==> config.mk <==
export PLATFORM = sky130hd
export DESIGN_NAME = sub_serial_n
export DESIGN_NICKNAME = d
export VERILOG_FILES = /design/src/rtl/sub_serial_n_pkg.sv /design/src/rtl/sub_serial_n_fs_1bit.sv /design/src/rtl/sub_serial_n.sv
export SDC_FILE = /design/constraint.sdc
export NUM_CORES = 1
export LEC_CHECK = 0
export BUFFER_PORTS_ARGS = -buffer_cell sky130_fd_sc_hd__buf_2
export CAP_MARGIN = 20
export CORE_MARGIN = 2
export CORE_UTILIZATION = 50
export CTS_BUF_LIST = sky130_fd_sc_hd__clkbuf_16
export CTS_CLUSTER_SIZE = 12
export DETAILED_ROUTE_END_ITERATION = 12
export GPL_TIMING_DRIVEN = 1
export PLACE_DENSITY = 0.72
export SYNTH_ARGS = -nofsm -noshare
export SYNTH_HDL_FRONTEND = slang
export SYNTH_SLANG_ARGS = --single-unit
export TNS_END_PERCENT = 10
==> constraint.sdc <==
create_clock -name clk_i -period 1.7 [get_ports clk_i]
set_input_delay 0.425 -clock clk_i [delete_from_list [all_inputs] [get_ports clk_i]]
set_output_delay 0.425 -clock clk_i [all_outputs]
set_load 0.02 [all_outputs]
==> src/rtl/sub_serial_n_pkg.sv <==
// Shared types for the bit-serial subtractor.
// Holds the FSM encoding and counter sizing.
package sub_serial_pkg;

    typedef enum logic [1:0] {
        IDLE  = 2'd0,
        SHIFT = 2'd1,
        DONE  = 2'd2
    } state_t;

    localparam int unsigned N_DEFAULT = 8;
    localparam int unsigned CNT_W_DEFAULT = $clog2(N_DEFAULT);

    function automatic int unsigned cnt_w(input int unsigned width);
        return (width < 2) ? 1 : $clog2(width);
    endfunction

endpackage

==> src/rtl/sub_serial_n_fs_1bit.sv <==
// One-bit full subtractor cell: d = a - b - bin.
// Borrow-out follows the textbook ripple form.
module fs_1bit (
    input  logic a_i,
    input  logic b_i,
    input  logic bin_i,
    output logic d_o,
    output logic bout_o
);

    assign d_o    = a_i ^ b_i ^ bin_i;
    assign bout_o = (~a_i & b_i) | (~(a_i ^ b_i) & bin_i);

endmodule

==> src/rtl/sub_serial_n.sv <==
// Bit-serial n-bit subtractor, LSB first, one bit per clock.
// Start/done handshake; result and flags held until the next done.
module sub_serial_n
    import sub_serial_pkg::*;
#(
    parameter int n = 8
) (
    input  logic         clk_i,
    input  logic         rst_ni,
    input  logic         start_i,
    input  logic [n-1:0] data0_i,
    input  logic [n-1:0] data1_i,
    output logic         busy_o,
    output logic         done_o,
    output logic [n-1:0] diff_o,
    output logic         borrow_o,
    output logic         ovf_o
);

    localparam int CW = cnt_w(n);
    localparam logic [CW-1:0] LAST = CW'(n - 1);

    state_t        state_q;
    logic [CW-1:0] cnt_q;
    logic [n-1:0]  a_q;
    logic [n-1:0]  b_q;
    logic [n-1:0]  r_q;
    logic [n-1:0]  r_d;
    logic [n-1:0]  diff_q;
    logic          bin_q;
    logic          borrow_q;
    logic          ovf_q;
    logic          a_msb_q;
    logic          b_msb_q;
    logic          fs_d;
    logic          fs_bout;

    fs_1bit u_fs (
        .a_i   (a_q[0]),
        .b_i   (b_q[0]),
        .bin_i (bin_q),
        .d_o   (fs_d),
        .bout_o(fs_bout)
    );

    assign r_d = {fs_d, r_q[n-1:1]};

    always_ff @(posedge clk_i or negedge rst_ni) begin
        if (!rst_ni) begin
            state_q  <= IDLE;
            cnt_q    <= '0;
            a_q      <= '0;
            b_q      <= '0;
            r_q      <= '0;
            diff_q   <= '0;
            bin_q    <= 1'b0;
            borrow_q <= 1'b0;
            ovf_q    <= 1'b0;
            a_msb_q  <= 1'b0;
            b_msb_q  <= 1'b0;
        end else begin
            unique case (state_q)
                IDLE: begin
                    if (start_i) begin
                        a_q     <= data0_i;
                        b_q     <= data1_i;
                        a_msb_q <= data0_i[n-1];
                        b_msb_q <= data1_i[n-1];
                        bin_q   <= 1'b0;
                        cnt_q   <= '0;
                        state_q <= SHIFT;
                    end
                end
                SHIFT: begin
                    r_q   <= r_d;
                    a_q   <= {1'b0, a_q[n-1:1]};
                    b_q   <= {1'b0, b_q[n-1:1]};
                    bin_q <= fs_bout;
                    cnt_q <= cnt_q + 1'b1;
                    if (cnt_q == LAST) begin
                        // fs_d is the final (MSB) difference bit here
                        diff_q   <= r_d;
                        borrow_q <= fs_bout;
                        ovf_q    <= (a_msb_q != b_msb_q) && (fs_d != a_msb_q);
                        state_q  <= DONE;
                    end
                end
                DONE: begin
                    state_q <= IDLE;
                end
                default: begin
                    state_q <= IDLE;
                end
            endcase
        end
    end

    assign busy_o   = (state_q != IDLE);
    assign done_o   = (state_q == DONE);
    assign diff_o   = diff_q;
    assign borrow_o = borrow_q;
    assign ovf_o    = ovf_q;

endmodule

* Word level (Yosys, flattened, before mapping)
Index checks and enable logic that the tools add are counted.
** Storage, ports and cells
- Bits in registers :: 42
- Bits in latches :: 0
- RAM bits :: 0
- ROM bits :: 0
- Input port bits :: 19
- Memories :: 0
** Cells by class
- Add/subtract/negate cells :: 1
- Multiply operators :: 0
- Div/mod/pow operators :: 0
- Magnitude comparators :: 0
- Eq/ne operators :: 7
- Shift operators :: 0
- Muxes and demuxes :: 11
- Bitwise gates (word level) :: 7
- Reductions and logical operators :: 8
** Operator list (number)
- 8-bit case mux with 2 select lines :: 2
- 8-bit two-way mux :: 2
- 2-bit AND reduction :: 4
- 3-bit case mux with 2 select lines :: 1
- 2-bit two-way mux :: 2
- 2-bit != test (second input constant) :: 2
- 2-bit case mux with 2 select lines :: 1
- 2-bit nonzero test :: 2
- 3-bit by 1-bit adder with 3-bit output (second input constant) :: 1
- 3-bit == test (second input constant) :: 1
- 3-bit two-way mux :: 1
- 1-bit bitwise AND :: 2
- 2-bit by 1-bit == test with 1-bit output (second input constant) :: 1
- 2-bit == test (second input constant) :: 1
- 2-bit logical NOT :: 1
- 1-bit != test :: 2
- 1-bit inverter :: 2
- 1-bit case mux with 2 select lines :: 1
- 1-bit XOR :: 2
- 1-bit logical AND :: 1
- 1-bit two-way mux :: 1
- 1-bit bitwise OR :: 1

* Longest topological paths before layout
- Depth after elaboration :: 5
- Depth in mapped cells :: 6
- Depth with buffers taken out :: 5

* By module
Synthesis repeated with hierarchy kept, for this count alone.
** Unflattened totals
- Cells, all modules :: 171
- Area, all modules :: 1813.0 um^2
** Modules (own cells, without submodules)
- sub_serial_n :: instances 1, cells each 167, area each 1781.7 um^2, sequential area each 1026.0 um^2
- fs_1bit :: instances 1, cells each 4, area each 31.3 um^2, sequential area each 0.0 um^2

* Worst setup path before layout
No wires, ideal clock.
- Path kind :: register to register
- Start point :: register cnt_q[0]
- End point :: register diff_q[3] (netlist: diff_o[3])
- Data arrival time :: 1.430 ns
- Slack :: 0.145 ns
- Stages on the path, launching flop included :: 6
- Path buffers :: 1
- Clock period less this slack :: 1.555 ns
- Path through :: dfrtp_1 > ha_1 > ha_1 > nand3b_1 > buf_2 > mux2_2
** Between the ends
- Word-level cells in the longest chain between the ends :: 2
** RTL lines
- start: declaration :: RTL line sub_serial_n.sv:24 : logic [CW-1:0] cnt_q;
- start signal: assignment :: RTL line sub_serial_n.sv:79 : cnt_q <= cnt_q + 1'b1;
- 3-bit == test :: RTL line sub_serial_n.sv:80 : if (cnt_q == LAST) begin
- 2-bit AND reduction (no line)
- end signal: assignment :: RTL line sub_serial_n.sv:82 : diff_q <= r_d;
- end: declaration :: RTL line sub_serial_n.sv:29 : logic [n-1:0] diff_q;
Every way passes these cells.
A chain may end at the register's enable or synchronous reset.

* Worst setup path after layout
- Start point :: register state_q[1]
- End point :: output port busy_o
** Between the ends
- Word-level cells in the longest chain between the ends :: 1
** RTL lines
- start: declaration :: RTL line sub_serial_n.sv:23 : state_t state_q;
- start signal: assignment :: RTL line sub_serial_n.sv:50 : state_q <= IDLE;
- start signal: assignment :: RTL line sub_serial_n.sv:71 : state_q <= SHIFT;
- start signal: assignment :: RTL line sub_serial_n.sv:85 : state_q <= DONE;
- 2-bit nonzero test :: RTL line sub_serial_n.sv:98 : assign busy_o = (state_q != IDLE);
- end: declaration :: RTL line sub_serial_n.sv:13 : output logic busy_o,
Every way passes these cells.

==> flow_results.xml <==
<?xml version="1.0" encoding="UTF-8"?>
<metrics>
  <group name="timing">
    <metric name="rsz0062_at_grt" unit="">no</metric>
    <metric name="slew_headroom" unit="%">49.63</metric>
    <metric name="final-setup-viol-count" unit="">0</metric>
    <metric name="final_max_slew_viol_count" unit="">0</metric>
    <metric name="finalSetupTns" unit="ps">0</metric>
    <metric name="hold_viol_final" unit="">0</metric>
    <metric name="fmax" unit="MHz">614.8</metric>
    <metric name="fin_skew" unit="ps">4.543</metric>
    <metric name="layout_min_cycle_time" unit="ps">1627</metric>
    <metric name="fin_crit_sh" unit="%">95.69</metric>
    <metric name="worst_pin_slew" unit="ps">755.0</metric>
  </group>
  <group name="run_status">
    <metric name="outcome" unit="">finished clean</metric>
  </group>
  <group name="logic_synthesis">
    <metric name="ys_top_cells_by_area" unit="">sky130_fd_sc_hd__dfrtp_1, sky130_fd_sc_hd__nand2_1, sky130_fd_sc_hd__mux2_2</metric>
    <metric name="synth.largest_area_cell" unit="">sky130_fd_sc_hd__dfrtp_1</metric>
    <metric name="synth_area_per_cell" unit="sq um">10.53</metric>
    <metric name="yosys_warnings" unit="">0</metric>
    <metric name="synth-seq-cells" unit="">41</metric>
    <metric name="synthArstFlopShare" unit="%">100.0</metric>
    <metric name="synthCells" unit="">169</metric>
    <metric name="synth_top_flop_cell" unit="">sky130_fd_sc_hd__dfrtp_1</metric>
    <metric name="synth-edff-count" unit="">0</metric>
    <metric name="mappedNetlistArea" unit="sq mm">0.001779</metric>
    <metric name="synth.net_count" unit="">191</metric>
    <metric name="synth_cell_type_count" unit="">20</metric>
    <metric name="synthDominantCellAreaShare" unit="%">57.67</metric>
    <metric name="synth.yosys.seq_area_share" unit="%">57.67</metric>
    <metric name="synth.cells.most_frequent" unit="">sky130_fd_sc_hd__dfrtp_1, sky130_fd_sc_hd__nand2_1, sky130_fd_sc_hd__o21ai_0</metric>
  </group>
  <group name="floorplanning">
    <metric name="die_width" unit="um">63.65</metric>
    <metric name="core-area" unit="sq mm">0.003390</metric>
    <metric name="die_h" unit="um">63.65</metric>
    <metric name="floorplan.initialDensity" unit="%">52.49</metric>
    <metric name="floorplan.rows" unit="">21</metric>
    <metric name="boundaryPins" unit="">31</metric>
    <metric name="die_area" unit="sq mm">0.004051</metric>
  </group>
  <group name="layout">
    <metric name="finalNetCount" unit="">230</metric>
    <metric name="multi_input_area" unit="sq um">698.2</metric>
    <metric name="antenna_cells_inserted" unit="">0</metric>
    <metric name="nFillCells" unit="">284</metric>
    <metric name="final_core_util" unit="%">64.82</metric>
    <metric name="postLayoutCellArea" unit="sq mm">0.002197</metric>
    <metric name="syn_to_final_growth" unit="%">23.49</metric>
    <metric name="share_of_final_layout_standard_cells_stronger_than_drive_strength_1" unit="%">30.14</metric>
    <metric name="regArea" unit="sq mm">0.001027</metric>
  </group>
  <group name="global_route">
    <metric name="grt_use_total" unit="%">20.53</metric>
    <metric name="grt_max_degree" unit="">25</metric>
    <metric name="groute.layer.met1.usage" unit="%">23.76</metric>
    <metric name="grt_pass1_vias" unit="">1379</metric>
    <metric name="grt_first_pass_wirelength" unit="um">6292</metric>
    <metric name="grt.busiest_layer" unit="">met2</metric>
    <metric name="antenna_found_initial" unit="">0</metric>
    <metric name="use_met2" unit="%">35.13</metric>
    <metric name="overflow" unit="">0</metric>
    <metric name="met3_usage" unit="%">3.929</metric>
  </group>
  <group name="worst_setup_path">
    <metric name="r2r_setup_slack" unit="ps">160</metric>
    <metric name="kind_of_start_point_of_the_critical_path" unit="">register</metric>
    <metric name="regToRegEndpoint" unit="">diff_o[7]</metric>
    <metric name="required" unit="ps">1270</metric>
    <metric name="critical_path_class" unit="">reg2out</metric>
    <metric name="critical_path.reg2reg.startpoint" unit="">cnt_q[0]</metric>
    <metric name="crit_path_max_incr_delay" unit="ps">450</metric>
    <metric name="cp_slowest_cell" unit="">sky130_fd_sc_hd__dfrtp_1</metric>
    <metric name="worst_r2r_path_depth" unit="">5</metric>
    <metric name="worstPathCellList" unit="">or2_2 -&gt; buf_2</metric>
    <metric name="critical_path.endpoint_type" unit="">output pin</metric>
    <metric name="maximum_net_fanout_on_the_critical_path" unit="">9</metric>
    <metric name="cp_data_arrival_time" unit="ps">1200</metric>
  </group>
  <group name="drt">
    <metric name="drc_errors" unit="">0</metric>
    <metric name="routed_via_count_divided_by_cell_count" unit="">5.251</metric>
    <metric name="drt_wl_total" unit="um">3622</metric>
    <metric name="routed_wire_length_per_instance" unit="um">14.20</metric>
    <metric name="routed-via-count" unit="">1339</metric>
    <metric name="pre_antenna_drt_iters" unit="">4</metric>
    <metric name="drt-initial-drc-count" unit="">89</metric>
    <metric name="detail-route-antenna-nets" unit="">0</metric>
  </group>
  <group name="placement">
    <metric name="gpl.final_weighted_congestion" unit="">0.7735</metric>
    <metric name="placement.io_buffers" unit="">30</metric>
    <metric name="detailed_place.area" unit="sq mm">0.002028</metric>
    <metric name="dp_hpwl" unit="um">2524</metric>
  </group>
  <group name="power_and_ir_drop">
    <metric name="power.density_cell_area" unit="mW/mm^2">1785</metric>
    <metric name="pwr-share-comb" unit="%">35.5</metric>
    <metric name="pwr-share-seq" unit="%">42.2</metric>
    <metric name="switching_power" unit="mW">1.366</metric>
    <metric name="sw_frac_of_total" unit="%">34.84</metric>
    <metric name="worst_ir_drop_vdd" unit="V">0.0009461</metric>
    <metric name="p_clk_share" unit="%">22.4</metric>
    <metric name="internal_power" unit="mW">2.555</metric>
    <metric name="p_leak" unit="nW">1.110</metric>
  </group>
  <group name="clock_tree">
    <metric name="cts.htree.levels" unit="">2</metric>
    <metric name="clk_pin_slew_worst_paths" unit="ps">60</metric>
    <metric name="clock_tree.root_cell" unit="">sky130_fd_sc_hd__clkbuf_16</metric>
    <metric name="cts_inserted_buffers" unit="">5</metric>
    <metric name="cts_buffer_depth" unit="">2</metric>
    <metric name="cts_tree" unit="">built</metric>
    <metric name="clock-sinks" unit="">41</metric>
    <metric name="skew_pair_late_insertion_delay" unit="ps">280</metric>
  </group>
  <group name="hold_path">
    <metric name="min_path_type" unit="">in2async</metric>
  </group>
  <group name="run">
    <metric name="maxCapViolations" unit="">0</metric>
  </group>
</metrics>
## cell families after synthesis
group,count (synthesis),share of synthesized area (%)
buf+inv,13,3.094
flops,41,57.67
compound gates,41,13.15
simple gates,61,17.23
fa+ha+maj,3,2.531
mux,10,6.329
## worst max-delay path: cells and delay by family (launching register included)
family | cells | cell delay (ps)
DFF | 1 | 450
and+or+nand+nor | 1 | 320
buffers and inverters | 1 | 160
## sequential cells by signal (all words and copies together) (netlist names)
signal	flops
b_q	8
a_q	8
state_q	2
b_msb_q	1
ovf_o	1
borrow_o	1
diff_o	8
cnt_q	3
r_q	7
a_msb_q	1
bin_q	1
## cells in the final DEF (no fill, tap or decap)
master,netlist,final
sky130_fd_sc_hd__dfrtp_2,0,1
sky130_fd_sc_hd__nand3b_1,1,1
sky130_fd_sc_hd__a21oi_1,12,12
sky130_fd_sc_hd__nor2b_1,6,6
sky130_fd_sc_hd__mux2_2,10,10
sky130_fd_sc_hd__buf_2,5,30
sky130_fd_sc_hd__fa_1,1,1
sky130_fd_sc_hd__a22o_1,2,2
sky130_fd_sc_hd__clkbuf_16,0,5
sky130_fd_sc_hd__nand2b_1,1,1
sky130_fd_sc_hd__clkinv_1,0,2
sky130_fd_sc_hd__a22oi_1,6,6
sky130_fd_sc_hd__o21ai_0,20,20
sky130_fd_sc_hd__and3b_1,8,8
sky130_fd_sc_hd__nand2_1,41,41
sky130_fd_sc_hd__inv_1,3,3
sky130_fd_sc_hd__buf_4,0,10
sky130_fd_sc_hd__o21bai_2,1,1
sky130_fd_sc_hd__clkinv_2,0,1
sky130_fd_sc_hd__and2b_2,2,2
sky130_fd_sc_hd__nor3b_1,1,1
sky130_fd_sc_hd__or2_2,1,1
sky130_fd_sc_hd__buf_12,0,2
sky130_fd_sc_hd__ha_1,2,2
sky130_fd_sc_hd__dfrtp_1,41,40
## area by class of cell
class                      count  share of cell area (%)
inverter                       3                  0.5125
timing repair buffer          42                   12.07
clock inverter                 3                  0.5695
multi-input combinational    115                   31.78
tap                           46                   2.620
clock buffer                   5                   5.695
sequential                    41                   46.75
## metrics by stage
stage               power (mW)  hold WS, ps  std cells  setup slack [ps]
detailed placement       3.024        385.6        243             179.5
CTS                      3.924        83.44        251             39.75
global route             4.229        102.3        255             13.09
finish                   3.921        71.97        255             73.34
global placement         2.927        375.1        243             220.0
floorplan                2.554        129.4        169             145.2
## worst max path at each step
stage | startpoint | end | slack [ps]
CTS | state_q[0] | busy_o | 40
floorplan | cnt_q[0] | diff_o[3] | 150
finish | state_q[1] | busy_o | 70
global route | state_q[1] | busy_o | 10
detailed placement | cnt_q[0] | diff_o[7] | 180
global placement | cnt_q[0] | diff_o[5] | 220
## per-layer routing
metal	share of wire, %	wire, um
met2	51	1863
met4	2.7	98
met3	4.4	160
met5	0	0
met1	41	1500
## power by group through the flow
| stage | sequential (mW) | combinational [mW] | clock, mW |
|---|---|---|---|
| CTS | 1.66 | 1.36 | 0.903 |
| floorplan | 1.73 | 0.827 | 0 |
| detailed placement | 1.67 | 1.35 | 0 |
| global placement | 1.64 | 1.29 | 0 |
| global route | 1.71 | 1.57 | 0.946 |
| finish | 1.65 | 1.39 | 0.877 |
## timing repair
action,4_1_cts,5_1_grt
hold buffers,0,0
setup endpoints to repair,1,1
buffers inserted,0,4
resized for setup,1,0
Note: power is estimated with default switching activity, not from simulation.
